==> config.mk <==
export PLATFORM = sky130hd
export DESIGN_NAME = iob_cache_write_channel_axi_burst
export DESIGN_NICKNAME = d
export VERILOG_FILES = /design/src/rtl/iob_cache_write_channel_axi_burst.sv
export SDC_FILE = /design/constraint.sdc
export NUM_CORES = 1
export LEC_CHECK = 0
export CAP_MARGIN = 0
export CORE_AREA = 2 2 151 153
export CTS_BUF_LIST = sky130_fd_sc_hd__clkbuf_4 sky130_fd_sc_hd__clkbuf_8
export DETAILED_ROUTE_END_ITERATION = 10
export DIE_AREA = 0 0 153 155
export GPL_TIMING_DRIVEN = 0
export PLACE_DENSITY = 0.74
export SYNTH_ARGS = -nofsm -noshare
export SYNTH_HDL_FRONTEND = slang
export SYNTH_SLANG_ARGS = --single-unit
==> constraint.sdc <==
create_clock -name clk -period 2.5 [get_ports clk]
set_input_delay 0.75 -clock clk [delete_from_list [all_inputs] [get_ports clk]]
set_output_delay 0.75 -clock clk [all_outputs]
set_load 0.03 [all_outputs]
==> src/rtl/iob_cache_write_channel_axi_burst.sv <==
`default_nettype none
// ============================================================================
//  Module   : iob_cache_write_channel_axi_burst
//  Purpose  : AXI4 write-back channel for the cache back-end. Accepts one
//             full cache-line write request and buffers it. It then sends the
//             line as one INCR burst of LINE_W/BE_DATA_W beats. The AW and W
//             channels run concurrently and handshake independently. If the
//             B response is SLVERR/DECERR, the same buffered line is sent
//             again, up to MAX_RETRY times. After that the line is dropped
//             and a one-cycle error pulse is raised.
//
//  Ports    : clk, reset_n            clock, asynchronous active-low reset
//             valid, ready            front-end request handshake
//             addr                    line address (byte address >> LOFF_W)
//             wdata                   line data, beat 0 in the LSBs
//             wstrb                   line byte enables (optional feature)
//             error                   retries exhausted, line dropped
//             axi_aw*, axi_w*, axi_b* AXI4 write address/data/response
//
//  Option   : IOB_CACHE_WCH_WSTRB_EN
//             When defined, the wstrb port exists and is buffered with the
//             line. When undefined, the port is absent and axi_wstrb is all
//             ones.
//
//  Revision : 1.0  initial release
// ============================================================================
module iob_cache_write_channel_axi_burst #(
    parameter int ADDR_W    = 32,
    parameter int BE_ADDR_W = 32,
    parameter int BE_DATA_W = 32,
    parameter int LINE_W    = 128,
    parameter int AXI_ID_W  = 1,
    parameter int AXI_ID    = 0,
    parameter int MAX_RETRY = 3
) (
    input  logic                                 clk,
    input  logic                                 reset_n,

    // front-end line write request
    input  logic                                 valid,
    input  logic [ADDR_W-$clog2(LINE_W/8)-1:0]   addr,
    input  logic [LINE_W-1:0]                    wdata,
`ifdef IOB_CACHE_WCH_WSTRB_EN
    input  logic [LINE_W/8-1:0]                  wstrb,
`endif
    output logic                                 ready,
    output logic                                 error,

    // AXI write address channel
    output logic                                 axi_awvalid,
    input  logic                                 axi_awready,
    output logic [BE_ADDR_W-1:0]                 axi_awaddr,
    output logic [7:0]                           axi_awlen,
    output logic [2:0]                           axi_awsize,
    output logic [1:0]                           axi_awburst,
    output logic [0:0]                           axi_awlock,
    output logic [3:0]                           axi_awcache,
    output logic [2:0]                           axi_awprot,
    output logic [3:0]                           axi_awqos,
    output logic [AXI_ID_W-1:0]                  axi_awid,

    // AXI write data channel
    output logic                                 axi_wvalid,
    input  logic                                 axi_wready,
    output logic [BE_DATA_W-1:0]                 axi_wdata,
    output logic [BE_DATA_W/8-1:0]               axi_wstrb,
    output logic                                 axi_wlast,

    // AXI write response channel
    input  logic                                 axi_bvalid,
    input  logic [1:0]                           axi_bresp,
    output logic                                 axi_bready
);

    // ------------------------------------------------------------------------
    // Derived sizes
    // ------------------------------------------------------------------------
    localparam int N       = LINE_W / BE_DATA_W;
    localparam int LOFF_W  = $clog2(LINE_W / 8);
    localparam int LADDR_W = ADDR_W - LOFF_W;
    localparam int STRB_W  = BE_DATA_W / 8;
    localparam int CNT_W   = (N > 1) ? $clog2(N) : 1;
    localparam int RETRY_W = (MAX_RETRY > 0) ? $clog2(MAX_RETRY + 1) : 1;

    localparam logic [CNT_W-1:0]   LAST_BEAT = CNT_W'(N - 1);
    localparam logic [RETRY_W-1:0] RETRY_MAX = RETRY_W'(MAX_RETRY);

    typedef enum logic [1:0] {
        ST_IDLE = 2'd0,
        ST_XFER = 2'd1,
        ST_RESP = 2'd2
    } state_t;

    // ------------------------------------------------------------------------
    // State and registered outputs
    // ------------------------------------------------------------------------
    state_t                          state_q;
    logic [LADDR_W-1:0]              addr_q;
    logic [N-1:0][BE_DATA_W-1:0]     data_q;
    logic [CNT_W-1:0]                beat_q;
    logic [RETRY_W-1:0]              retry_q;
    logic                            aw_done_q;
    logic                            ready_q;
    logic                            awvalid_q;
    logic                            wvalid_q;
    logic                            bready_q;
    logic                            error_q;
`ifdef IOB_CACHE_WCH_WSTRB_EN
    logic [N-1:0][STRB_W-1:0]        strb_q;
`endif

    // ------------------------------------------------------------------------
    // Handshake decode for the current cycle
    // ------------------------------------------------------------------------
    logic is_last_beat;
    logic aw_hs;
    logic w_hs;
    logic w_last_hs;
    logic aw_finished;
    logic w_finished;
    logic b_hs;
    logic b_is_error;
    logic retry_left;

    assign is_last_beat = (beat_q == LAST_BEAT);
    assign aw_hs        = awvalid_q & axi_awready;
    assign w_hs         = wvalid_q & axi_wready;
    assign w_last_hs    = w_hs & is_last_beat;

    // Both channels count as finished if they finished earlier or if their
    // final handshake happens in this cycle. So AW and the last W beat may
    // complete in either order, or together.
    assign aw_finished  = aw_done_q | aw_hs;
    // Inside XFER, a low wvalid can only mean that the last beat already went out.
    assign w_finished   = ~wvalid_q | w_last_hs;

    assign b_hs         = bready_q & axi_bvalid;
    assign b_is_error   = axi_bresp[1];
    assign retry_left   = (retry_q < RETRY_MAX);

    // bresp[0] only separates OKAY from EXOKAY (and SLVERR from DECERR).
    // Both sides of each pair are handled the same way.
    logic bresp_lsb_unused;
    assign bresp_lsb_unused = axi_bresp[0];

    // ------------------------------------------------------------------------
    // Control FSM
    // ------------------------------------------------------------------------
    always_ff @(posedge clk or negedge reset_n) begin
        if (!reset_n) begin
            state_q   <= ST_IDLE;
            addr_q    <= '0;
            data_q    <= '0;
            beat_q    <= '0;
            retry_q   <= '0;
            aw_done_q <= 1'b0;
            ready_q   <= 1'b1;
            awvalid_q <= 1'b0;
            wvalid_q  <= 1'b0;
            bready_q  <= 1'b0;
            error_q   <= 1'b0;
`ifdef IOB_CACHE_WCH_WSTRB_EN
            strb_q    <= '0;
`endif
        end else begin
            error_q <= 1'b0;

            case (state_q)
                ST_IDLE: begin
                    if (valid && ready_q) begin
                        addr_q    <= addr;
                        data_q    <= wdata;
`ifdef IOB_CACHE_WCH_WSTRB_EN
                        strb_q    <= wstrb;
`endif
                        retry_q   <= '0;
                        beat_q    <= '0;
                        aw_done_q <= 1'b0;
                        ready_q   <= 1'b0;
                        awvalid_q <= 1'b1;
                        wvalid_q  <= 1'b1;
                        state_q   <= ST_XFER;
                    end
                end

                ST_XFER: begin
                    if (aw_hs) begin
                        aw_done_q <= 1'b1;
                        awvalid_q <= 1'b0;
                    end

                    // The beat counter stops on the last beat. It is cleared
                    // again when the burst starts or is retried.
                    if (w_hs) begin
                        if (is_last_beat) begin
                            wvalid_q <= 1'b0;
                        end else begin
                            beat_q <= beat_q + CNT_W'(1);
                        end
                    end

                    if (aw_finished && w_finished) begin
                        bready_q <= 1'b1;
                        state_q  <= ST_RESP;
                    end
                end

                ST_RESP: begin
                    if (b_hs) begin
                        bready_q <= 1'b0;
                        if (!b_is_error) begin
                            ready_q <= 1'b1;
                            state_q <= ST_IDLE;
                        end else if (retry_left) begin
                            // Send the same buffered line again from beat 0.
                            retry_q   <= retry_q + RETRY_W'(1);
                            beat_q    <= '0;
                            aw_done_q <= 1'b0;
                            awvalid_q <= 1'b1;
                            wvalid_q  <= 1'b1;
                            state_q   <= ST_XFER;
                        end else begin
                            // Retries are used up: drop the line and report it.
                            error_q <= 1'b1;
                            ready_q <= 1'b1;
                            state_q <= ST_IDLE;
                        end
                    end
                end

                default: begin
                    awvalid_q <= 1'b0;
                    wvalid_q  <= 1'b0;
                    bready_q  <= 1'b0;
                    ready_q   <= 1'b1;
                    state_q   <= ST_IDLE;
                end
            endcase
        end
    end

    // ------------------------------------------------------------------------
    // Outputs
    // ------------------------------------------------------------------------
    logic [ADDR_W-1:0] line_byte_addr;
    assign line_byte_addr = ADDR_W'(addr_q) << LOFF_W;

    assign ready       = ready_q;
    assign error       = error_q;

    assign axi_awvalid = awvalid_q;
    assign axi_awaddr  = BE_ADDR_W'(line_byte_addr);
    assign axi_awlen   = 8'(N - 1);
    assign axi_awsize  = 3'($clog2(STRB_W));
    assign axi_awburst = 2'b01;
    assign axi_awlock  = 1'b0;
    assign axi_awcache = 4'b0011;
    assign axi_awprot  = 3'b000;
    assign axi_awqos   = 4'b0000;
    assign axi_awid    = AXI_ID_W'(AXI_ID);

    assign axi_wvalid  = wvalid_q;
    assign axi_wdata   = data_q[beat_q];
    // For N == 1 the counter is always at its last value, so wlast follows wvalid.
    assign axi_wlast   = wvalid_q & is_last_beat;

`ifdef IOB_CACHE_WCH_WSTRB_EN
    assign axi_wstrb   = strb_q[beat_q];
`else
    assign axi_wstrb   = '1;
`endif

    assign axi_bready  = bready_q;

endmodule
`default_nettype wire
# Yosys cells after proc, flatten, opt, wreduce, memory -nomap -nowiden
# Index checks and enable logic that the tools add are counted.
[classes]
addsub = 2
magnitude_cmp = 2
n_eq_ne = 13
n_mux = 45
bitwise = 10
n_reduce_logical = 14
[op_table]
columns = ["operator", "n"]
rows = [
  ["binary-select mux 32 bit (select 2 bit)", 1],
  ["2-to-1 mux 32 bit", 1],
  ["2-to-1 mux 2 bit", 12],
  ["2-to-1 mux 1 bit", 23],
  ["inequality test 2 bit, second input constant", 9],
  ["one-hot mux 1 bit (3 select lines)", 5],
  ["one-hot mux 2 bit (3 select lines)", 2],
  ["AND reduction 6 bit", 2],
  ["AND reduction 5 bit", 2],
  ["AND reduction 7 bit", 1],
  ["AND reduction 3 bit", 2],
  ["bitwise AND 1 bit", 5],
  ["adder 2 x 1 -> 2 bit, second input constant", 2],
  ["== test 2 bit, second input constant", 2],
  ["one-hot mux 2 bit (2 select lines)", 1],
  ["AND reduction 4 bit", 1],
  ["< comparator 2 x 3 -> 1 bit, second input constant", 1],
  ["inequality test 3 bit, second input constant", 1],
  ["inverter 1 bit", 3],
  ["nonzero test 3 bit", 1],
  ["== test 2 x 1 -> 1 bit, second input constant", 1],
  ["logical AND 1 bit", 2],
  ["logical NOT 2 bit", 1],
  ["< comparator 2 bit, second input constant", 1],
  ["other kinds (3)", 4],
]
[totals]
reg_bits = 168
in_bits = 164
output_inout_bits = 100
word_cells = 100

# Logic depth before layout (Yosys ltp)
# Gate-level depths: netlist (run 1).
[depth]
ltp_word = 6
ltp_mapped = 6
mapped_depth_nobuf = 4

# Worst setup path before layout (run 1)
# OpenSTA, ideal clock, no wires.
[synth_timing]
path_type = "flip-flop to output port"
startpoint = "register beat_q[0]"
endpoint = "output port axi_wdata[14]"
t_arrival_ns = 1.491
required_time_ns = 1.750
slack_ns = 0.259
path_stages_with_launch = 4
path_buffers = 2
path_cell_list = "dfrtp_1 > buf_2 > buf_2 > mux4_2"
[synth_between]
elab_chain_cells = 2
[synth_lines]
columns = ["element", "line", "rtl"]
rows = [
  ["start: declaration", "100", "logic [CNT_W-1:0] beat_q;"],
  ["start signal: assignment", "198", "beat_q <= beat_q + CNT_W'(1);"],
  ["binary-select mux 32 bit (select 2 bit)", "263", "assign axi_wdata = data_q[beat_q];"],
  ["2-to-1 mux 32 bit (not written as such)", "263", ""],
  ["end: declaration", "65", "output logic [BE_DATA_W-1:0] axi_wdata,"],
]
# No other way between the ends. The select of a mux whose other input is x is not followed.

# Worst setup path in the final report (run 1)
[layout_timing]
startpoint = "register beat_q[0]"
endpoint = "output port axi_wdata[30]"
# The elaborated chain is that of the path after synthesis.

==> results of run 1 <==
==> sequential cells by signal (all words and copies together), names as in the netlist <==
name / flops
addr_q: 28
aw_done_q: 1
axi_awvalid: 1
axi_bready: 1
axi_wvalid: 1
beat_q: 2
data_q: 128
error: 1
ready: 1
retry_q: 2
state_q: 2
==> how the worst max path moves through the flow <==
stage | from | to | slack, ps | depth (start not counted)
finish | beat_q[0]$_DFFE_PN0P_ | axi_wdata[30] | -120 | 4
global route | beat_q[0]$_DFFE_PN0P_ | axi_wdata[26] | -200 | 4
CTS | beat_q[0]$_DFFE_PN0P_ | axi_wdata[6] | -180 | 4
detailed placement | beat_q[1]$_DFFE_PN0P_ | axi_wdata[11] | -830 | 4
global placement | reset_n | data_q[82]$_DFFE_PN0P_ | -6420 | 1
floorplan | beat_q[0]$_DFFE_PN0P_ | axi_wdata[14] | 260 | 3
==> synth_stat cells <==
cell type                   number
sky130_fd_sc_hd__a211o_1         1
sky130_fd_sc_hd__a211oi_1        1
sky130_fd_sc_hd__a21o_1          1
sky130_fd_sc_hd__a21oi_1         5
sky130_fd_sc_hd__a22o_1          3
sky130_fd_sc_hd__a22oi_1         1
sky130_fd_sc_hd__a31oi_1         1
sky130_fd_sc_hd__a32o_1          1
sky130_fd_sc_hd__a32oi_1         1
sky130_fd_sc_hd__and2_1          2
sky130_fd_sc_hd__and3_1          2
sky130_fd_sc_hd__and3b_1         1
sky130_fd_sc_hd__and4b_1         1
sky130_fd_sc_hd__and4bb_1        1
sky130_fd_sc_hd__buf_2           9
sky130_fd_sc_hd__buf_4          34
sky130_fd_sc_hd__buf_6          15
sky130_fd_sc_hd__clkbuf_1        4
sky130_fd_sc_hd__conb_1          2
sky130_fd_sc_hd__dfrtp_1       167
sky130_fd_sc_hd__dfstp_2         1
sky130_fd_sc_hd__ha_1            3
sky130_fd_sc_hd__inv_1           6
sky130_fd_sc_hd__mux2_2         27
sky130_fd_sc_hd__mux2_4        129
sky130_fd_sc_hd__mux4_2         32
sky130_fd_sc_hd__nand2_1         1
sky130_fd_sc_hd__nand2b_1        3
sky130_fd_sc_hd__nand3_1         3
sky130_fd_sc_hd__nand3b_1        1
sky130_fd_sc_hd__nand4_1         1
sky130_fd_sc_hd__nand4bb_1       1
sky130_fd_sc_hd__nor2_1          1
sky130_fd_sc_hd__nor4bb_1        1
sky130_fd_sc_hd__o211ai_1        1
sky130_fd_sc_hd__o21ai_0         9
sky130_fd_sc_hd__o22ai_1         2
sky130_fd_sc_hd__o2bb2ai_1       1
sky130_fd_sc_hd__o31a_1          1
sky130_fd_sc_hd__o32ai_1         1
==> kinds of logic (layout without fill, tap and decap cells) <==
kind of cell	after synthesis	count (layout)	synth area share, %
muxes	188	188	36.8
adders and majority gates	3	3	0.466
other	2	36	0.0933
AOI/OAI and AO/OA	30	30	2.47
buffers and inverters	68	334	6.29
and+or+nand+nor	19	19	1.65
DFF	168	168	52.2
==> metrics by stage <==
step	hold slack [ps]	power, mW
floorplan	454	9.10
global placement	484	11.3
detailed placement	490	11.4
CTS	281	13.9
global route	300	14.6
finish	259	13.9
==> layer usage <==
layer / vias up / track usage [%]
met3: 25 / 3.76
met1: 2491 / 23.2
met4: 0 / 5.56
met5: - / 0
met2: 159 / 27.9
li1: 2254 / -
==> worst register-to-register path, cell delays in order (launching register included) <==
cell and delay [ps]:
sky130_fd_sc_hd__dfstp_2 590, sky130_fd_sc_hd__and4bb_1 190, sky130_fd_sc_hd__buf_2 160, sky130_fd_sc_hd__buf_6 190, sky130_fd_sc_hd__buf_6 230, sky130_fd_sc_hd__mux2_4 320
==> where the power goes <==
part           total (mW)  internal [mW]  switching, mW
clock                2.20           1.13           1.07
sequential           4.71           3.99          0.727
combinational        7.01           4.02           2.99
==> repair_timing <==
| item | in CTS | in global routing |
|---|---|---|
| gates cloned | 0 | 1 |
| setup endpoints to repair | 34 | 32 |
| endpoints found under the hold margin | 0 | 0 |
| gates resized for setup | 242 | 25 |
| buffers inserted | 5 | 0 |
| hold buffers | 0 | 0 |
==> cell type report <==
| type | instances | area share (%) |
|---|---|---|
| Clock inverter | 13 | 1.68 |
| Sequential cell | 168 | 36.6 |
| Clock buffer | 18 | 2.15 |
| Antenna cell | 2 | 0.0435 |
| Multi-Input combinational cell | 274 | 30.1 |
| Tap cell | 285 | 3.10 |
| Timing Repair Buffer | 235 | 21.0 |
| Inverter | 6 | 0.196 |
| Buffer | 62 | 5.21 |
==> metrics.log, run 1 <==
[metrics] final number of setup-violating endpoints: 32
[metrics] chip width: 153 um
[metrics] initial antenna violation count: 1
[metrics] count of state elements after synthesis: 168
[metrics] later-pin clock latency in the skew report: 450 ps
[metrics] Buf/Inv on CP: 3
[metrics] worst setup slack after placement: -831 ps
[metrics] post-detailed-placement half-perimeter wirelength: 14.4 mm
[metrics] maximum clock path buffer count: 2
[metrics] number of filler cells placed in the layout: 1867
[metrics] Hold Path Class: in2async
[metrics] post-layout net count: 931
[metrics] Distinct cells, synth: 40
[metrics] wire length on met2: 9.73 mm
[metrics] delay of the slowest cell on the worst path: 530 ps
[metrics] Setup Crit Path Kind: reg2out
[metrics] Yosys warning count: 0
[metrics] average routed wire per standard cell: 18.8 um
[metrics] share of layout cells above drive strength 1: 41.5%
[metrics] Starting Density: 36.2%
[metrics] Total Routed Length: 20.0 mm
[metrics] clock buffer count from CTS: 17
[metrics] smallest setup slack after layout: -122 ps
[metrics] clock tree from TritonCTS: done
[metrics] Syn Inst Count: 478
[metrics] violations in the final reports: setup timing
[metrics] Total Routing Usage GR: 17.2%
[metrics] routability-driven placement congestion ratio: 0.804
[metrics] Worst setup SP type: register
[metrics] Non-Filler Instances: 1063
[metrics] vias after detailed routing: 4929
[metrics] category of the worst setup path capture point: output pin
[metrics] placed inst area: 10800 um^2
[metrics] library cell with the largest summed area after synthesis: sky130_fd_sc_hd__dfrtp_1
[metrics] Area Overhead vs Synth: 42.8%
[metrics] Leakage Power: 5.10 nW
[metrics] total non-filler cell area in the finished layout: 11500 um^2
[metrics] clock skew: 16.1 ps
[metrics] # IOs: 264
[metrics] area of the die: 23700 um^2
[metrics] aggregate negative setup slack: -2910 ps
[metrics] count of cells along the worst register-to-register path: 5
[metrics] vias per cell: 4.64
[metrics] setup slack, reg-to-reg: 690 ps
[metrics] global route total overflow: 0
[metrics] endpoint of the worst register-to-register path: data_q[101]$_DFFE_PN0P_
[metrics] register area share after synthesis: 52.2%
[metrics] worst slew margin relative to its limit: 52.4%
[metrics] Worst EP required: 1750 ps
[metrics] max-cap violations: 0
[metrics] clock sink count: 168
[metrics] drt drc: 0
[metrics] detailed-router iteration count before antenna repair: 4
[metrics] length of routed wiring on met1: 8.97 mm
[metrics] Std-Cell Core Area: 22200 um^2
[metrics] setup repair after global routing missed its margin: yes
[metrics] combined area of the multi-input logic cells: 3460 um^2
[metrics] number of hold-slack violations in the final timing report: 0
[metrics] residual antenna-violating net count after detailed routing: 0
[metrics] number of max-slew violations in the final report: 0
[metrics] power density normalized to cell area: 1210 nW/um^2
[metrics] cell breakdown of the critical path: buf_12, buf_16, mux4_2, buf_6
[metrics] number of I/O port buffers: 228
[metrics] detailed router's first-iteration violation count: 125
[metrics] via count of the first global-routing pass: 5334
[metrics] number of placed cells counting well taps: 1024
[metrics] H-tree depth reported by CTS: 4
[metrics] portion of the clock cycle consumed by the worst path in the final layout: 105%
[metrics] Arr. time, crit path: 1870 ps
[metrics] Worst-Margin Slew: 715 ps
[metrics] final core utilization: 51.7%
[metrics] post-synth design cell area: 8050 um^2
[metrics] maximum vdd ir drop: 0.000629 V
[metrics] min Tclk post-route: 2620 ps
[metrics] mean post-synth cell area: 16.8 um^2
[metrics] master cell of the clock root buffer: sky130_fd_sc_hd__clkbuf_8
[metrics] top cells by area, synth: sky130_fd_sc_hd__dfrtp_1 (52%), sky130_fd_sc_hd__mux2_4 (24%), sky130_fd_sc_hd__mux4_2 (9.0%), sky130_fd_sc_hd__mux2_2 (3.8%), sky130_fd_sc_hd__buf_4 (3.2%)
[metrics] die boundary height: 155 um
[metrics] highest-count cells in the layout ignoring fill and taps: sky130_fd_sc_hd__clkdlybuf4s50_1 (193), sky130_fd_sc_hd__dfrtp_1 (167), sky130_fd_sc_hd__mux2_4 (129)
[metrics] largest net degree at the start of global routing: 90
[metrics] first-pass GRT wire length: 31.1 mm
[metrics] slowest CP cell: sky130_fd_sc_hd__mux4_2
[metrics] launching point of the worst reg2reg path: ready$_DFFE_PN1P_
[metrics] kind of cell with the highest combined delay on the critical path: multiplexers
[metrics] number of placement rows: 55
[metrics] top-area cell type share of the netlist area: 51.9%
[metrics] Met3 Wirelength: 949 um
[metrics] run status: complete, but fails checks
[metrics] top sig layer: met4
[metrics] FF+latch area: 4210 um^2
[metrics] most common library cell in the layout ignoring fill and taps: sky130_fd_sc_hd__clkdlybuf4s50_1
[metrics] register clock-pin slew on the reported worst setup and hold paths: 100 ps
[metrics] maximum achievable frequency: 0.381 GHz
[metrics] largest fanout of any net on the critical path: 10
No activity file was read; power rests on OpenSTA's default activity.
==> run 2: changes to the inputs <==
CORE_AREA = 2 2 170 172   (was 2 2 151 153)
DIE_AREA = 0 0 172 174   (was 0 0 153 155)
PLACE_DENSITY = 0.62   (was 0.74)
==> metrics.log, run 2 (same netlist as run 1, synthesis figures left out) <==
[metrics] largest fanout of any net on the critical path: 9 (-1)
[metrics] global route total overflow: 0 (unchanged)
[metrics] Buf/Inv on CP: 3 (unchanged)
[metrics] maximum achievable frequency: 0.383 GHz (+0.39%)
[metrics] top sig layer: met4
[metrics] Worst EP required: 1750 ps (about the same)
[metrics] number of max-slew violations in the final report: 0 (unchanged)
[metrics] routability-driven placement congestion ratio: 0.761 (-5.4%)
[metrics] Hold Path Class: in2async
[metrics] register bank with the most flops: data_q
[metrics] setup repair after global routing missed its margin: yes
[metrics] Leakage Power: 5.09 nW (-0.21%)
[metrics] master cell of the clock root buffer: sky130_fd_sc_hd__clkbuf_8
[metrics] Total Routed Length: 21.4 mm (+6.9%)
[metrics] # IOs: 264 (unchanged)
[metrics] aggregate negative setup slack: -2780 ps (+130 ps)
[metrics] post-layout net count: 933 (+0.21%)
[metrics] power density normalized to cell area: 1180 nW/um^2 (-2.2%)
[metrics] length of routed wiring on met1: 9.23 mm (+2.9%)
[metrics] H-tree depth reported by CTS: 4 (unchanged)
[metrics] count of cells along the worst register-to-register path: 5 (unchanged)
[metrics] Crit path depth: 4 (unchanged)
[metrics] clock buffer count from CTS: 17 (unchanged)
[metrics] via count of the first global-routing pass: 5203 (-2.5%)
[metrics] clock skew: 14.1 ps (-1.99 ps)
[metrics] residual antenna-violating net count after detailed routing: 0 (unchanged)
[metrics] drt drc: 0 (unchanged)
[metrics] detailed router's first-iteration violation count: 213 (+70%)
[metrics] number of hold-slack violations in the final timing report: 0 (unchanged)
[metrics] number of placement rows: 62 (+13%)
[metrics] final number of setup-violating endpoints: 32 (unchanged)
[metrics] run status: complete, but fails checks
[metrics] worst slew margin relative to its limit: 58.0% (+5.6 points)
[metrics] Worst-Margin Slew: 631 ps (-84.0 ps)
[metrics] portion of the clock cycle consumed by the worst path in the final layout: 104% (-0.41 points)
[metrics] vias per cell: 4.27 (-7.8%)
[metrics] largest net degree at the start of global routing: 90 (unchanged)
[metrics] post-detailed-placement half-perimeter wirelength: 15.0 mm (+4.4%)
[metrics] maximum clock path buffer count: 2 (unchanged)
[metrics] average routed wire per standard cell: 18.4 um (-2.4%)
[metrics] max-cap violations: 0 (unchanged)
[metrics] number of I/O port buffers: 228 (unchanged)
[metrics] initial antenna violation count: 1 (unchanged)
[metrics] slowest CP cell: sky130_fd_sc_hd__mux4_2
[metrics] Worst setup SP type: register
[metrics] number of placed cells counting well taps: 1123 (+9.7%)
[metrics] smallest setup slack after layout: -111 ps (+10.3 ps)
[metrics] Arr. time, crit path: 1860 ps (about the same)
[metrics] wire length on met2: 10.6 mm (+8.8%)
[metrics] die boundary height: 174 um (+12%)
[metrics] flip-flop count of the largest register, all copies and words added: 128 (unchanged)
[metrics] chip width: 172 um (+12%)
[metrics] violations in the final reports: setup timing
[metrics] Non-Filler Instances: 1164 (+9.5%)
[metrics] Starting Density: 28.5% (-7.7 points)
[metrics] kind of cell with the highest combined delay on the critical path: buffers and inverters
[metrics] later-pin clock latency in the skew report: 440 ps (about the same)
[metrics] highest-count cells in the layout ignoring fill and taps: sky130_fd_sc_hd__clkdlybuf4s50_1 (193), sky130_fd_sc_hd__dfrtp_1 (167), sky130_fd_sc_hd__mux2_4 (129)
[metrics] register clock-pin slew on the reported worst setup and hold paths: 110 ps (about the same)
[metrics] first-pass GRT wire length: 31.9 mm (+2.4%)
[metrics] Hold Buf Count CTS: 0 (unchanged)
[metrics] Total Routing Usage GR: 14.3% (-2.9 points)
[metrics] maximum vdd ir drop: 0.000500 V (-21%)
[metrics] Regs by FF count: data_q: 128 flops, addr_q: 28 flops
[metrics] Std-Cell Core Area: 28200 um^2 (+27%)
[metrics] min Tclk post-route: 2610 ps (-10.3 ps)
[metrics] detailed-router iteration count before antenna repair: 4 (unchanged)
[metrics] clock sink count: 168 (unchanged)
[metrics] Setup Crit Path Kind: reg2out
[metrics] final core utilization: 41.1% (-11 points)
[metrics] cell breakdown of the critical path: buf_12, clkbuf_16, mux4_2, buf_6
[metrics] Met3 Wirelength: 1.44 mm (+52%)
[metrics] vias after detailed routing: 4976 (+0.95%)
[metrics] clock tree from TritonCTS: done
[metrics] Area Overhead vs Synth: 44.2%
[metrics] share of layout cells above drive strength 1: 41.8% (+0.35 points)
[metrics] delay of the slowest cell on the worst path: 510 ps (-20 ps)
[metrics] area of the die: 29900 um^2 (+26%)
[metrics] most common library cell in the layout ignoring fill and taps: sky130_fd_sc_hd__clkdlybuf4s50_1
[metrics] overall power consumption: 13.7 mW (-1.3%)
[metrics] category of the worst setup path capture point: output pin
run 2: what timing repair did:
| item | CTS | global route |
|---|---|---|
| gates cloned | 0 | 2 |
| resized for setup | 255 | 2 |
| buffers inserted | 5 | 1 |
| endpoints found under the setup margin | 34 | 33 |
| hold endpoints to repair | 0 | 0 |
run 2: metrics by stage:
step	cell area (um^2)	setup slack, ps	hold WS, ps
2_1_floorplan	8170	259	454
3_3_place_gp	10900	-6770	483
3_5_place_dp	11000	-946	489
4_1_cts	11500	-178	266
5_1_grt	11600	-215	270
6_report	11600	-111	247
run 2: power breakdown:
group          internal, mW  switching, mW
clock                 0.784           1.20
sequential             3.98          0.712
combinational          4.03           3.03
run 2: final timing paths:
check,start,to,slack (ps)
max,beat_q[0]$_DFFE_PN0P_,axi_wdata[9],-110
min,reset_n,addr_q[19]$_DFFE_PN0P_,250
max reg2reg,ready$_DFFE_PN1P_,data_q[106]$_DFFE_PN0P_,670
min reg2reg,data_q[78]$_DFFE_PN0P_,data_q[78]$_DFFE_PN0P_,510
max in group asynchronous,reset_n,data_q[44]$_DFFE_PN0P_,1350
min in group clk,data_q[78]$_DFFE_PN0P_,data_q[78]$_DFFE_PN0P_,510
run 2: area by class of cell:
cell class	count	area, um^2
Fill cell	2672	16600
Clock inverter	14	146
Buffer	62	599
Inverter	6	22.5
Tap cell	384	480
Multi-Input combinational cell	274	3460
Sequential cell	168	4210
Timing Repair Buffer	237	2440
Clock buffer	18	248
Antenna cell	1	2.50
run 2: layer usage:
| metal | GRT usage, % | vias to the layer above |
|---|---|---|
| li1 | - | 2267 |
| met1 | 18.4 | 2554 |
| met2 | 24.0 | 148 |
| met3 | 4.51 | 7 |
| met4 | 2.00 | 0 |
| met5 | 0 | - |
==> run 3: changes to the inputs <==
ABC_AREA = 1   (was unset)
CORE_AREA = 2 2 245 126   (was 2 2 170 172)
DIE_AREA = 0 0 247 128   (was 0 0 172 174)
==> metrics.log, run 3 <==
[metrics] top cells by area, synth: sky130_fd_sc_hd__dfrtp_1 (49%), sky130_fd_sc_hd__o21ai_2 (11%), sky130_fd_sc_hd__nand2_1 (8.9%), sky130_fd_sc_hd__inv_1 (7.3%), sky130_fd_sc_hd__o21ai_0 (5.7%)
[metrics] smallest setup slack after layout: -160 ps (-49.2 ps)
[metrics] maximum clock path buffer count: 2 (unchanged)
[metrics] min Tclk post-route: 2660 ps (+49.2 ps)
[metrics] register area share after synthesis: 49.6% (-2.6 points)
[metrics] share of layout cells above drive strength 1: 24.3% (-18 points)
[metrics] kind of cell with the highest combined delay on the critical path: flip-flops
[metrics] portion of the clock cycle consumed by the worst path in the final layout: 106% (+2.0 points)
[metrics] Worst-Margin Slew: 616 ps (-15.0 ps)
[metrics] top-area cell type share of the netlist area: 49.3% (-2.6 points)
[metrics] # IOs: 264 (unchanged)
[metrics] global route total overflow: 0 (unchanged)
[metrics] count of state elements after synthesis: 168 (unchanged)
[metrics] register clock-pin slew on the reported worst setup and hold paths: 90 ps (-20 ps)
[metrics] Syn Inst Count: 980 (+110%)
[metrics] worst setup slack after placement: -801 ps (+145 ps)
[metrics] final core utilization: 41.3% (+0.21 points)
[metrics] Std-Cell Core Area: 29700 um^2 (+5.1%)
[metrics] Total Routed Length: 30.7 mm (+43%)
[metrics] Arr. time, crit path: 1910 ps (+50 ps)
[metrics] number of placement rows: 45 (-27%)
[metrics] detailed router's first-iteration violation count: 566 (+170%)
[metrics] clock sink count: 168 (unchanged)
[metrics] Distinct cells, synth: 27 (-33%)
[metrics] post-synth design cell area: 8480 um^2 (+5.3%)
[metrics] cell with the most instances after synthesis: sky130_fd_sc_hd__nand2_1
[metrics] proportion of register bits with asynchronous set or reset after synthesis: 100% (unchanged)
[metrics] maximum achievable frequency: 0.376 GHz (-1.8%)
[metrics] initial antenna violation count: 8 (+7)
[metrics] final number of setup-violating endpoints: 31 (-3.1%)
[metrics] routability-driven placement congestion ratio: 0.864 (+14%)
[metrics] residual antenna-violating net count after detailed routing: 0 (unchanged)
[metrics] wire length on met2: 13.2 mm (+25%)
[metrics] slowest CP cell: sky130_fd_sc_hd__dfrtp_2
[metrics] number of hold-slack violations in the final timing report: 0 (unchanged)
[metrics] average routed wire per standard cell: 18.3 um (-0.63%)
[metrics] Hold Buf Count CTS: 0 (unchanged)
[metrics] number of max-slew violations in the final report: 0 (unchanged)
[metrics] first-pass GRT wire length: 45.4 mm (+42%)
[metrics] Yosys warning count: 0 (unchanged)
[metrics] delay of the slowest cell on the worst path: 520 ps (about the same)
[metrics] vias per cell: 4.45 (+4.1%)
[metrics] power density normalized to cell area: 1230 nW/um^2 (+3.7%)
[metrics] clock buffer count from CTS: 17 (unchanged)
[metrics] category of the worst setup path capture point: output pin
[metrics] mean post-synth cell area: 8.65 um^2 (-49%)
[metrics] Hold Path Class: in2async
[metrics] run status: complete, but fails checks
[metrics] violations in the final reports: setup timing
[metrics] Met3 Wirelength: 2.81 mm (+95%)
[metrics] Worst EP required: 1750 ps (about the same)
[metrics] Main synth FF type: sky130_fd_sc_hd__dfrtp_1
[metrics] most frequent cells after synthesis: sky130_fd_sc_hd__nand2_1 (202), sky130_fd_sc_hd__dfrtp_1 (167), sky130_fd_sc_hd__inv_1 (166), sky130_fd_sc_hd__o21ai_2 (109), sky130_fd_sc_hd__o21ai_0 (97)
[metrics] die boundary height: 128 um (-26%)
[metrics] Setup Crit Path Kind: reg2out
[metrics] clock tree from TritonCTS: done
[metrics] clock skew: 7.98 ps (-6.13 ps)
[metrics] flip-flop count of the largest register, all copies and words added: 128 (unchanged)
[metrics] vias after detailed routing: 7475 (+50%)
[metrics] cell breakdown of the critical path: inv_4, clkbuf_8, o21ai_0, o22ai_2, buf_6
[metrics] max-cap violations: 0 (unchanged)
[metrics] setup repair after global routing missed its margin: yes
[metrics] master cell of the clock root buffer: sky130_fd_sc_hd__clkbuf_8
[metrics] Total Routing Usage GR: 19.7% (+5.4 points)
[metrics] Buf/Inv on CP: 3 (unchanged)
[metrics] library cell with the largest summed area after synthesis: sky130_fd_sc_hd__dfrtp_1
[metrics] overall power consumption: 15.1 mW (+9.5%)
[metrics] number of enable-type register cells in the synthesized netlist: 0 (unchanged)
[metrics] Worst setup SP type: register
[metrics] area of the die: 31600 um^2 (+5.6%)
[metrics] H-tree depth reported by CTS: 4 (unchanged)
[metrics] post-layout net count: 1432 (+53%)
[metrics] Starting Density: 28.6% (+0.063 points)
[metrics] later-pin clock latency in the skew report: 500 ps (+60 ps)
[metrics] highest-count cells in the layout ignoring fill and taps: sky130_fd_sc_hd__nand2_1 (202), sky130_fd_sc_hd__clkdlybuf4s50_1 (193), sky130_fd_sc_hd__inv_1 (165), sky130_fd_sc_hd__dfrtp_1 (165), sky130_fd_sc_hd__o21ai_2 (118)
[metrics] via count of the first global-routing pass: 7428 (+43%)
[metrics] drt drc: 0 (unchanged)
[metrics] largest fanout of any net on the critical path: 10 (+1)
[metrics] length of routed wiring on met1: 14.0 mm (+52%)
[metrics] Area Overhead vs Synth: 44.6%
[metrics] maximum vdd ir drop: 0.000560 V (+12%)
[metrics] top sig layer: met5
[metrics] Regs by FF count: data_q: 128 flops, addr_q: 28 flops
[metrics] detailed-router iteration count before antenna repair: 5 (+1)
[metrics] post-detailed-placement half-perimeter wirelength: 23.1 mm (+54%)
[metrics] chip width: 247 um (+44%)
[metrics] worst slew margin relative to its limit: 59.0% (+1.0 points)
[metrics] register bank with the most flops: data_q
[metrics] most common library cell in the layout ignoring fill and taps: sky130_fd_sc_hd__nand2_1
[metrics] Leakage Power: 6.13 nW (+20%)
[metrics] number of I/O port buffers: 228 (unchanged)
[metrics] largest net degree at the start of global routing: 108 (+20%)
[run 3: path summary, 6_finish.rpt]
path	from	endpoint	slack, ps	cells past startpoint
setup / recovery	beat_q[1]$_DFFE_PN0P_	axi_wdata[2]	-160	5
setup reg to reg	beat_q[1]$_DFFE_PN0P_	beat_q[1]$_DFFE_PN0P_	930	8
hold / removal	reset_n	aw_done_q$_DFFE_PN0P_	170	1
min in group clk	addr_q[22]$_DFFE_PN0P_	addr_q[22]$_DFFE_PN0P_	490	2
max in group asynchronous	reset_n	addr_q[12]$_DFFE_PN0P_	1340	2
hold reg to reg	addr_q[22]$_DFFE_PN0P_	addr_q[22]$_DFFE_PN0P_	490	2
[run 3: metrics by stage]
| stage | hold WS [ps] | instance area (um^2) | cells | TNS (ps) |
|---|---|---|---|---|
| floorplan | 441 | 8600 | 1012 | 0 |
| global placement | 459 | 11400 | 1639 | -1117600 |
| detailed placement | 465 | 11400 | 1640 | -18470 |
| CTS | 172 | 12100 | 1673 | -3440 |
| global route | 195 | 12300 | 1678 | -4890 |
| finish | 167 | 12300 | 1680 | -2930 |
[run 3: layer usage]
| layer | GRT usage, % | vias to the layer above |
|---|---|---|
| met2 | 28.5 | 252 |
| li1 | - | 3564 |
| met3 | 7.14 | 37 |
| met4 | 6.56 | 6 |
| met1 | 27.2 | 3616 |
| met5 | 0 | - |
[run 3: kinds of logic (layout without fill, tap and decap cells)]
| group | after synthesis | count (layout) | share of synthesized area, % |
|---|---|---|---|
| simple gates | 292 | 292 | 13.6 |
| compound gates | 258 | 258 | 20.5 |
| buf+inv | 257 | 523 | 15.7 |
| flops | 168 | 168 | 49.6 |
| fa+ha+maj | 3 | 3 | 0.443 |
| other cells | 2 | 37 | 0.0886 |
[run 3: where the power goes]
part / total (mW) / switching [mW] / internal [mW]
Clock: 2.09 / 1.10 / 0.988
Combinational: 8.19 / 4.92 / 3.27
Sequential: 4.78 / 0.832 / 3.95
[run 3: repair_timing]
action                     CTS  global route
resized for setup          310            27
buffers inserted             1             2
cloned                       0             2
pin swaps                   10             4
setup endpoints to repair   34            33
[run 3: final cells by class]
class	count	area, um^2
Antenna cell	3	7.51
Buffer	89	866
Clock buffer	21	289
Clock inverter	11	121
Fill cell	2974	17400
Inverter	168	641
Multi-Input combinational cell	587	3270
Sequential cell	168	4210
Tap cell	399	499
Timing Repair Buffer	234	2360
